<file path="src/rtl/cache_pkg.sv">
// Shared types and address field helpers for the write-back cache miss controller.
package cache_pkg;

  localparam int ADDR_W    = 32;
  localparam int TAG_W     = 22;
  localparam int IDX_W     = 6;
  localparam int WORD_BITS = 2;
  localparam int CNT_W     = 32;

  localparam int WORD_LSB  = 2;
  localparam int IDX_LSB   = WORD_LSB + WORD_BITS;
  localparam int TAG_LSB   = IDX_LSB + IDX_W;

  typedef enum logic [1:0] {
    IDLE = 2'd0,
    WB   = 2'd1,
    FILL = 2'd2,
    INV  = 2'd3
  } state_t;

  function automatic logic [TAG_W-1:0] addr_tag(input logic [ADDR_W-1:0] addr);
    return addr[TAG_LSB +: TAG_W];
  endfunction

  function automatic logic [IDX_W-1:0] addr_idx(input logic [ADDR_W-1:0] addr);
    return addr[IDX_LSB +: IDX_W];
  endfunction

  // Word-aligned byte address of one word inside a line.
  function automatic logic [ADDR_W-1:0] line_addr(input logic [TAG_W-1:0]     tag,
                                                  input logic [IDX_W-1:0]     idx,
                                                  input logic [WORD_BITS-1:0] word);
    return {tag, idx, word, 2'b00};
  endfunction

endpackage

</file>
<file path="src/rtl/cache_perf_cnt.sv">
// Hit/miss performance counters; both wrap silently at 2^CNT_W.
module cache_perf_cnt
  import cache_pkg::*;
#(
  parameter int W = CNT_W
) (
  input  logic         clk,
  input  logic         rst,
  input  logic         hit_inc,
  input  logic         miss_inc,
  output logic [W-1:0] hit_cnt,
  output logic [W-1:0] miss_cnt
);

  always_ff @(posedge clk or posedge rst) begin
    if (rst) begin
      hit_cnt  <= '0;
      miss_cnt <= '0;
    end else begin
      if (hit_inc)  hit_cnt  <= hit_cnt + 1'b1;
      if (miss_inc) miss_cnt <= miss_cnt + 1'b1;
    end
  end

endmodule

</file>
<file path="src/rtl/cache_ctrl.sv">
// Write-back, write-allocate miss controller between the MEM stage, one cache_line
// array and a handshaked word-wide memory; also runs explicit line invalidation.
module cache_ctrl
  import cache_pkg::*;
(
  input  logic        clk,
  input  logic        rst,
  input  logic        cpu_req,
  input  logic        cpu_we,
  input  logic        cpu_inv,
  input  logic [31:0] cpu_addr,
  input  logic [31:0] cpu_din,
  output logic [31:0] cpu_dout,
  output logic        cpu_stall,
  output logic [31:0] cache_addr,
  output logic        cache_load,
  output logic        cache_edit,
  output logic        cache_invalid,
  output logic [31:0] cache_din,
  input  logic        cache_hit,
  input  logic [31:0] cache_dout,
  input  logic        cache_valid,
  input  logic        cache_dirty,
  input  logic [21:0] cache_tag,
  output logic        mem_cs,
  output logic        mem_we,
  output logic [31:0] mem_addr,
  output logic [31:0] mem_din,
  input  logic [31:0] mem_dout,
  input  logic        mem_ack,
  output logic [31:0] hit_cnt,
  output logic [31:0] miss_cnt
);

  state_t         state, state_nxt;
  logic [1:0]     wcnt, wcnt_nxt;
  logic           inv_pending, inv_pending_nxt;
  logic           hit_inc, miss_inc;

  logic [TAG_W-1:0] cpu_tag;
  logic [IDX_W-1:0] cpu_idx;
  logic             victim_dirty;
  logic             tag_match;

  assign cpu_tag      = addr_tag(cpu_addr);
  assign cpu_idx      = addr_idx(cpu_addr);
  assign victim_dirty = cache_valid & cache_dirty;
  assign tag_match    = (cache_tag == cpu_tag);

  // NOTE: sequential state uses non-blocking assignments so every register samples
  // the pre-edge values of its neighbours, independent of block ordering.
  always_ff @(posedge clk or posedge rst) begin
    if (rst) begin
      state       <= IDLE;
      wcnt        <= '0;
      inv_pending <= 1'b0;
    end else begin
      state       <= state_nxt;
      wcnt        <= wcnt_nxt;
      inv_pending <= inv_pending_nxt;
    end
  end

  always_comb begin
    state_nxt       = state;
    wcnt_nxt        = wcnt;
    inv_pending_nxt = inv_pending;
    unique case (state)
      IDLE: begin
        wcnt_nxt = '0;
        if (cpu_inv) begin
          // Only a dirty copy of this exact line needs saving before it is dropped.
          if (victim_dirty && tag_match) begin
            state_nxt       = WB;
            inv_pending_nxt = 1'b1;
          end else begin
            state_nxt = INV;
          end
        end else if (cpu_req && !cache_hit) begin
          inv_pending_nxt = 1'b0;
          state_nxt       = victim_dirty ? WB : FILL;
        end
      end
      WB: begin
        if (mem_ack) begin
          wcnt_nxt = wcnt + 2'd1;
          if (wcnt == 2'd3) state_nxt = inv_pending ? INV : FILL;
        end
      end
      FILL: begin
        if (mem_ack) begin
          wcnt_nxt = wcnt + 2'd1;
          if (wcnt == 2'd3) state_nxt = IDLE;
        end
      end
      INV: begin
        state_nxt       = IDLE;
        inv_pending_nxt = 1'b0;
      end
      default: state_nxt = IDLE;
    endcase
  end

  // NOTE: every output gets a default before the case so no path leaves one
  // unassigned, which would otherwise infer a latch.
  always_comb begin
    cpu_dout      = '0;
    cpu_stall     = 1'b0;
    cache_addr    = cpu_addr;
    cache_load    = 1'b0;
    cache_edit    = 1'b0;
    cache_invalid = 1'b0;
    cache_din     = '0;
    mem_cs        = 1'b0;
    mem_we        = 1'b0;
    mem_addr      = '0;
    mem_din       = '0;
    hit_inc       = 1'b0;
    miss_inc      = 1'b0;
    // Outputs are quiet while reset is held, even with a request pending.
    if (!rst) begin
      unique case (state)
        IDLE: begin
          if (cpu_inv) begin
            cpu_stall = 1'b1;
          end else if (cpu_req) begin
            if (cache_hit) begin
              hit_inc = 1'b1;
              if (cpu_we) begin
                cache_edit = 1'b1;
                cache_din  = cpu_din;
              end else begin
                cpu_dout = cache_dout;
              end
            end else begin
              cpu_stall = 1'b1;
              miss_inc  = 1'b1;
            end
          end
        end
        WB: begin
          cpu_stall  = 1'b1;
          mem_cs     = 1'b1;
          mem_we     = 1'b1;
          mem_addr   = line_addr(cache_tag, cpu_idx, wcnt);
          cache_addr = line_addr(cpu_tag, cpu_idx, wcnt);
          mem_din    = cache_dout;
        end
        FILL: begin
          cpu_stall  = 1'b1;
          mem_cs     = 1'b1;
          mem_addr   = line_addr(cpu_tag, cpu_idx, wcnt);
          cache_addr = line_addr(cpu_tag, cpu_idx, wcnt);
          if (mem_ack) begin
            cache_load = 1'b1;
            cache_din  = mem_dout;
          end
        end
        INV: begin
          cpu_stall     = 1'b1;
          cache_invalid = 1'b1;
        end
        default: cpu_stall = 1'b0;
      endcase
    end
  end

  cache_perf_cnt #(.W(CNT_W)) u_perf (
    .clk      (clk),
    .rst      (rst),
    .hit_inc  (hit_inc),
    .miss_inc (miss_inc),
    .hit_cnt  (hit_cnt),
    .miss_cnt (miss_cnt)
  );

endmodule

</file>
<file path="config.mk">
export PLATFORM = sky130hd
export DESIGN_NAME = cache_ctrl
export DESIGN_NICKNAME = d
export VERILOG_FILES = /design/src/rtl/cache_pkg.sv /design/src/rtl/cache_perf_cnt.sv /design/src/rtl/cache_ctrl.sv
export SDC_FILE = /design/constraint.sdc
export NUM_CORES = 1
export LEC_CHECK = 0
export ABC_AREA = 1
export CORE_MARGIN = 2
export CORE_UTILIZATION = 28
export CTS_BUF_LIST = sky130_fd_sc_hd__clkbuf_8
export DETAILED_ROUTE_END_ITERATION = 12
export SLEW_MARGIN = 40
export SYNTH_ARGS = -nofsm -noshare
export SYNTH_HDL_FRONTEND = slang
export SYNTH_HIERARCHICAL = 1
export SYNTH_SLANG_ARGS = --single-unit
</file>
<file path="constraint.sdc">
create_clock -name clk -period 2.9 [get_ports clk]
set_clock_uncertainty 0.2 [all_clocks]
set_input_delay 0.58 -clock clk [delete_from_list [all_inputs] [get_ports clk]]
set_output_delay 0.58 -clock clk [all_outputs]
set_load 0.02 [all_outputs]
</file>
==> flow_summary.json, run 1 <==
{
  "cts.htree.levels": 3,
  "ctsRootBufferMaster": "sky130_fd_sc_hd__clkbuf_8",
  "insertion_delay_ns": 0.35,
  "grt_setup_unrepaired": "yes",
  "worstSetupEndpointType": "output pin",
  "part_of_the_cycle_the_worst_path_needs": 0.964,
  "port_buffers": 386,
  "synth-seq-cells": 69,
  "yosys_warnings": 6,
  "post_route_cell_area_um2": 10200,
  "cts_hold_buffers": 0,
  "placement_rows": 53,
  "detailedPlacementHpwl_mm": 20.6,
  "detailed_place.area_um2": 10300,
  "antenna_violations_before_repair": 2,
  "grt-ovfl-total": 0,
  "die_height_um": 150,
  "synth.top_cell.area_share": 0.289,
  "post-route-drc-count": 0,
  "n_antenna_cell": 0,
  "grt_start_max_net_pins": 65,
  "start_kind": "register",
  "synthesis.area_per_instance_um2": 6.38,
  "synth-edff-count": 0,
  "drt-initial-drc-count": 302,
  "clock_path_buffers": 2,
  "avgViaCountPerCell": 4.40,
  "drt-total-wl_mm": 24.8,
  "final_core_utilization": 0.489,
  "placeable_core_region_um2": 21000,
  "ys_types": 36,
  "final_antenna_net_count": 0,
  "flow.area_growth_from_synthesis_pct": 71.6,
  "finalHoldViolations": 0,
  "yosys.cell_count.top_type": "sky130_fd_sc_hd__nand2_1",
  "p_leak_nw": 5.15,
  "number_of_global_route_vias_before_repair": 6847,
  "cts.sink_count": 69,
  "power_density_nw_per_um2": 417,
  "layout-drive-gt1-share": 0.159,
  "placed_cells_incl_taps": 1587,
  "drv.max_cap_violation_count": 0,
  "floorplan.die_area_um2": 22500,
  "grt.total_usage": 0.215,
  "status": "finished clean",
  "first_pass_grt_wire_length_mm": 37.3,
  "detailedRoute.firstPassIterationCount": 4,
  "min_period_ns": 2.80,
  "max_freq_mhz": 358,
  "boundaryPins": 389,
  "cts_tree": "yes",
  "gp_congestion": 0.866,
  "initial_utilization": 0.285,
  "worst-path-max-fanout": 32,
  "route.detailed.wl_per_inst_um": 15.4,
  "final-instance-count-excl-fill": 1605,
  "netlist_top_cells_count": "sky130_fd_sc_hd__nand2_1, sky130_fd_sc_hd__nor2_1, sky130_fd_sc_hd__inv_1, sky130_fd_sc_hd__dfrtp_1, sky130_fd_sc_hd__nand3_1",
  "synth_top_cell_by_area": "sky130_fd_sc_hd__dfrtp_1",
  "syn_area_um2": 5970,
  "hold_path_class": "in -> async",
  "timing.final.setup_violations": 0,
  "vias": 7070,
  "critPathKind": "reg -> out",
  "die_w_um": 150,
  "final_nets": 1492,
  "timing.critical_path.required_ns": 2.12,
  "timing.final.max_slew_violations": 0,
  "synth_top_cells_by_area": "sky130_fd_sc_hd__dfrtp_1, sky130_fd_sc_hd__nand2_1, sky130_fd_sc_hd__nor2_1",
  "synth_cells": 935,
  "sequential_share_of_the_synthesized_area": 0.289,
  "maximum_resistive_drop_on_vdd_v": 0.000274,
  "clkTransAtPathRegs_ns": 0.08,
  "cts_made_buffers": 9,
  "critPathArrivalTime_ns": 2.02,
  "synth_async_sr_flop_share": 1.00,
  "post_synth_top_flop": "sky130_fd_sc_hd__dfrtp_1",
  "fin_total_pwr_mw": 4.27
}
==> layout by cell type (no fill, tap or decap), types with 4 or more instances in the layout <==
master	n
sky130_fd_sc_hd__buf_4	53
sky130_fd_sc_hd__clkdlybuf4s50_1	248
sky130_fd_sc_hd__nor2_1	166
sky130_fd_sc_hd__nand2_4	4
sky130_fd_sc_hd__ha_1	6
sky130_fd_sc_hd__a21oi_1	23
sky130_fd_sc_hd__clkdlybuf4s15_2	20
sky130_fd_sc_hd__a22oi_1	26
sky130_fd_sc_hd__nand4_1	18
sky130_fd_sc_hd__clkdlybuf4s15_1	7
sky130_fd_sc_hd__nand2_1	260
sky130_fd_sc_hd__buf_2	41
sky130_fd_sc_hd__dlymetal6s2s_1	4
sky130_fd_sc_hd__xor2_1	17
sky130_fd_sc_hd__a22oi_2	7
sky130_fd_sc_hd__o21ai_0	7
sky130_fd_sc_hd__nor2_2	14
sky130_fd_sc_hd__inv_2	8
sky130_fd_sc_hd__dfrtp_1	69
sky130_fd_sc_hd__clkbuf_2	4
sky130_fd_sc_hd__nor2_4	13
sky130_fd_sc_hd__nand2_2	11
sky130_fd_sc_hd__dlygate4sd2_1	43
sky130_fd_sc_hd__clkbuf_8	9
sky130_fd_sc_hd__buf_12	12
sky130_fd_sc_hd__nand3_1	40
sky130_fd_sc_hd__clkinv_2	4
sky130_fd_sc_hd__xnor2_1	26
sky130_fd_sc_hd__inv_1	144
==> where the power goes <==
part / internal [mW] / switching (mW)
logic: 1.07 / 1.42
registers: 1.03 / 0.0666
clock network: 0.303 / 0.381
total: 2.40 / 1.87
==> logic make-up (layout without fill, tap and decap cells) <==
logic type | Yosys count | in the layout | share of synthesized area
compound gates | 68 | 68 | 0.0759
xor+xnor | 43 | 43 | 0.0631
fa+ha+maj | 8 | 8 | 0.0168
buf+inv | 208 | 602 | 0.159
flops | 69 | 69 | 0.289
other cells | 1 | 2 | 0.000628
simple gates | 538 | 538 | 0.395
==> stage by stage <==
stage / hold WS [ns] / worst slack (ns) / setup TNS (ns)
floorplan: 0.167 / 0.330 / 0
global placement: 0.270 / -0.491 / -44.91
detailed placement: 0.279 / -0.492 / -45.70
CTS: 0.243 / -0.00916 / -0.0159
global route: 0.293 / -0.00263 / -0.00624
finish: 0.271 / 0.103 / 0
==> per-layer routing <==
layer / GRT usage / up-vias / part of all wire
met5: 0 / - / 0.00085
met2: 0.379 / 247 / 0.50
li1: - / 3601 / -
met4: 0.101 / 4 / 0.043
met3: 0.0473 / 46 / 0.065
met1: 0.247 / 3172 / 0.39
==> critical path: stages, from the launching register on <==
cell and delay, ns:
sky130_fd_sc_hd__dfrtp_1 0.40, sky130_fd_sc_hd__inv_2 0.10, sky130_fd_sc_hd__ha_4 0.15, sky130_fd_sc_hd__inv_2 0.05
sky130_fd_sc_hd__nor2_4 0.08, sky130_fd_sc_hd__inv_2 0.07, sky130_fd_sc_hd__nor3_4 0.12, sky130_fd_sc_hd__nand2_1 0.12
sky130_fd_sc_hd__buf_12 0.18, sky130_fd_sc_hd__nor2_1 0.11, sky130_fd_sc_hd__clkdlybuf4s15_2 0.27
==> sequential cells by signal, summed over array words and instances, names as in the netlist <==
| name | flops |
|---|---|
| u_perf/hit_cnt | 32 |
| u_perf/miss_cnt | 32 |
| state | 2 |
| wcnt | 2 |
| inv_pending | 1 |
==> layout make-up <==
cell class,count,area (um2)
clock buffers,9,124
multi-input cells,659,3340
well taps,275,344
clock inverters,7,42.5
inverters,152,571
repair buffers,434,4090
flip-flops and latches,69,1730
fillers,2210,10700
==> repair_timing <==
| action | 4_1_cts | 5_1_grt |
|---|---|---|
| gates resized for setup | 290 | 39 |
| endpoints found under the setup margin | 120 | 109 |
| pin swaps | 1 | 3 |
| gates cloned | 1 | 0 |
| buffers inserted | 2 | 0 |
==> final timing paths <==
kind | slack, ns | to | startpoint | cells past startpoint
max in group asynchronous | 1.66 | u_perf/hit_cnt[20] | rst | 4
min in group clk | 0.29 | inv_pending | inv_pending | 2
worst max-delay path | 0.10 | cpu_dout[16] | state[0] | 10
worst min register to register | 0.29 | inv_pending | inv_pending | 2
worst max register to register | 0.52 | u_perf/miss_cnt[27] | state[0] | 15
worst min-delay path | 0.27 | state[1] | rst | 3
No activity file was read; power rests on OpenSTA's default activity.
==> inputs of run 2 (changes only) <==
CTS_CLUSTER_DIAMETER = 200   (was not set)
==> results of run 2 <==
Same layout as run 1: the final DEF is identical, and so are final timing and power.
==> inputs of run 3 (changes only) <==
ABC_AREA = not set   (was 1)
CORE_AREA = 2 2 151 153   (was not set)
CORE_MARGIN = not set   (was 2)
CORE_UTILIZATION = not set   (was 28)
CTS_BUF_LIST = not set   (was sky130_fd_sc_hd__clkbuf_8)
DIE_AREA = 0 0 153 155   (was not set)
==> flow_summary.json, run 3 <==
{
  "status": "finished clean",
  "avgViaCountPerCell": 4.57,
  "maximum_resistive_drop_on_vdd_v": 0.000268,
  "grt_util_met1": 0.260,
  "cts_made_buffers": 9,
  "cts.sink_count": 69,
  "tightestPinTransition_ns": 0.772,
  "placement_rows": 55,
  "timing.critical_path.required_ns": 2.12,
  "synthesis.area_per_instance_um2": 8.64,
  "grt_setup_unrepaired": "yes",
  "power_density_nw_per_um2": 481,
  "post-route-drc-count": 0,
  "detailedRoute.firstPassIterationCount": 5,
  "part_of_the_cycle_the_worst_path_needs": 0.977,
  "layout.cells.most_common_list": "sky130_fd_sc_hd__clkdlybuf4s50_1, sky130_fd_sc_hd__buf_4, sky130_fd_sc_hd__nor2_1, sky130_fd_sc_hd__dfrtp_1, sky130_fd_sc_hd__xnor2_1",
  "cts.htree.levels": 3,
  "path_cells": "inv_2, ha_4, nand3b_1, nor2_1, and2_4, and2b_4, buf_12, and2_1, buf_6",
  "start_kind": "register",
  "critPathKind": "reg -> out",
  "synth_async_sr_flop_share": 1.00,
  "timing.final.setup_violations": 0,
  "route.detailed.wl_per_inst_um": 18.9,
  "ctsRootBufferMaster": "sky130_fd_sc_hd__clkbuf_16",
  "gp_congestion": 0.856,
  "clkTransAtPathRegs_ns": 0.06,
  "hold_path_class": "reg -> reg",
  "p_leak_nw": 4.46,
  "clock_path_buffers": 2,
  "final_nets": 1163,
  "yosys.cell_count.top_type": "sky130_fd_sc_hd__nor2_1",
  "initial_utilization": 0.229,
  "timing.final.max_slew_violations": 0,
  "finalHoldViolations": 0,
  "cp_slowest_cell": "sky130_fd_sc_hd__dfrtp_1",
  "die_height_um": 155,
  "drt-total-wl_mm": 24.4,
  "boundaryPins": 389,
  "cts_tree": "yes",
  "vias": 5901,
  "sequential_share_of_the_synthesized_area": 0.340,
  "grt-ovfl-total": 0,
  "family_with_the_most_delay_on_the_worst_path": "simple AND/OR/NAND/NOR gates",
  "max_freq_mhz": 353,
  "mostFrequentLayoutCell": "sky130_fd_sc_hd__clkdlybuf4s50_1",
  "synth.top_cell.area_share": 0.340,
  "floorplan.die_area_um2": 23700,
  "drv.max_cap_violation_count": 0,
  "final_antenna_net_count": 0,
  "min_period_ns": 2.83,
  "synth_top_cells_by_area": "sky130_fd_sc_hd__dfrtp_1, sky130_fd_sc_hd__xnor2_1, sky130_fd_sc_hd__a22oi_1",
  "first_pass_grt_wire_length_mm": 35.9,
  "die_w_um": 153,
  "number_of_global_route_vias_before_repair": 5890,
  "detailedPlacementHpwl_mm": 20.0,
  "synth-edff-count": 0,
  "drt-initial-drc-count": 218,
  "synth_top_cell_by_area": "sky130_fd_sc_hd__dfrtp_1",
  "netlist_top_cells_count": "sky130_fd_sc_hd__nor2_1, sky130_fd_sc_hd__dfrtp_1, sky130_fd_sc_hd__xnor2_1, sky130_fd_sc_hd__a22oi_1, sky130_fd_sc_hd__and2_1",
  "min_setup_slack_post_route_ns": 0.0676,
  "antenna_violations_before_repair": 10,
  "synth_cells": 588,
  "syn_area_um2": 5080,
  "detailed_place.area_um2": 9520,
  "grtUsageMet3": 0.0708,
  "largest_registers": "u_perf/hit_cnt: 32 flops, u_perf/miss_cnt: 32 flops",
  "post_synth_top_flop": "sky130_fd_sc_hd__dfrtp_1",
  "grt.total_usage": 0.198,
  "fin_total_pwr_mw": 4.75,
  "worst-path-max-fanout": 16,
  "globalRoute.busiestLayer": "met2",
  "cts_hold_buffers": 0,
  "grt_start_max_net_pins": 65,
  "placeable_core_region_um2": 22200,
  "port_buffers": 386,
  "met2_usage": 0.314,
  "post_route_cell_area_um2": 9870,
  "ys_types": 40,
  "layout-drive-gt1-share": 0.221,
  "post-place-ws_ns": -0.536,
  "cpPeakStageDelay_ns": 0.40,
  "timing.max_slew.rel_slack": 0.483,
  "critPathArrivalTime_ns": 2.05,
  "worstSetupEndpointType": "output pin",
  "synth-seq-cells": 69,
  "flow.area_growth_from_synthesis_pct": 94.3,
  "insertion_delay_ns": 0.34,
  "worstPathBufferInverterCount": 3,
  "fin_worst_hold_slack_ns": 0.278,
  "yosys_warnings": 6
}
run 3: area by class of cell:
class                           count  area, um2
Timing Repair Buffer              458       4340
Fill cell                        2280      12400
Clock inverter                      5       82.6
Clock buffer                       11        253
Tap cell                          285        357
Multi-Input combinational cell    446       3050
Sequential cell                    69       1730
Antenna cell                        5       12.5
Inverter                           12       45.0
run 3: final timing paths:
check                                    from            endpoint  slack, ns  cells past startpoint
hold reg to reg            u_perf/hit_cnt[31]  u_perf/hit_cnt[31]       0.28                      1
setup / recovery                     state[0]        cpu_dout[16]       0.07                      9
hold / removal             u_perf/hit_cnt[31]  u_perf/hit_cnt[31]       0.28                      1
max in group asynchronous                 rst  u_perf/hit_cnt[12]       1.77                      4
setup reg to reg                     state[0]  u_perf/hit_cnt[24]       0.31                     13
min in group asynchronous                 rst             wcnt[0]       0.32                      4
run 3: what timing repair did:
action,CTS,global route
pin swaps,3,4
resized for setup,339,97
setup buffers,3,1
setup endpoints to repair,131,89
gates cloned,2,1
run 3: per-stage QoR:
stage	setup TNS [ns]	util	instances
global placement	-45.11	0.428	1265
global route	-0.234	0.444	1286
detailed placement	-48.00	0.428	1265
finish	0	0.444	1291
CTS	-0.0100	0.445	1286
floorplan	0	-	589
run 3: logic make-up after synthesis:
kind of cell / Yosys count / share of synthesized area
mux: 7 / 0.0150
fa+ha+maj: 8 / 0.0197
other cells: 1 / 0.000738
buf+inv: 74 / 0.0808
compound gates: 67 / 0.0946
simple gates: 278 / 0.305
flops: 69 / 0.340
xor+xnor: 84 / 0.145
run 3: metal layers:
layer  up-vias  share of wire
met5         -        0.00094
met3        33          0.083
met4         4          0.014
li1       2841              -
met1      2752           0.44
met2       271           0.46
run 3: report_power, final:
| part | switching, mW | total, mW | internal (mW) |
|---|---|---|---|
| Combinational | 1.30 | 2.42 | 1.12 |
| Sequential | 0.0783 | 1.10 | 1.02 |
| Clock | 0.425 | 1.23 | 0.801 |
| Total | 1.81 | 4.75 | 2.94 |
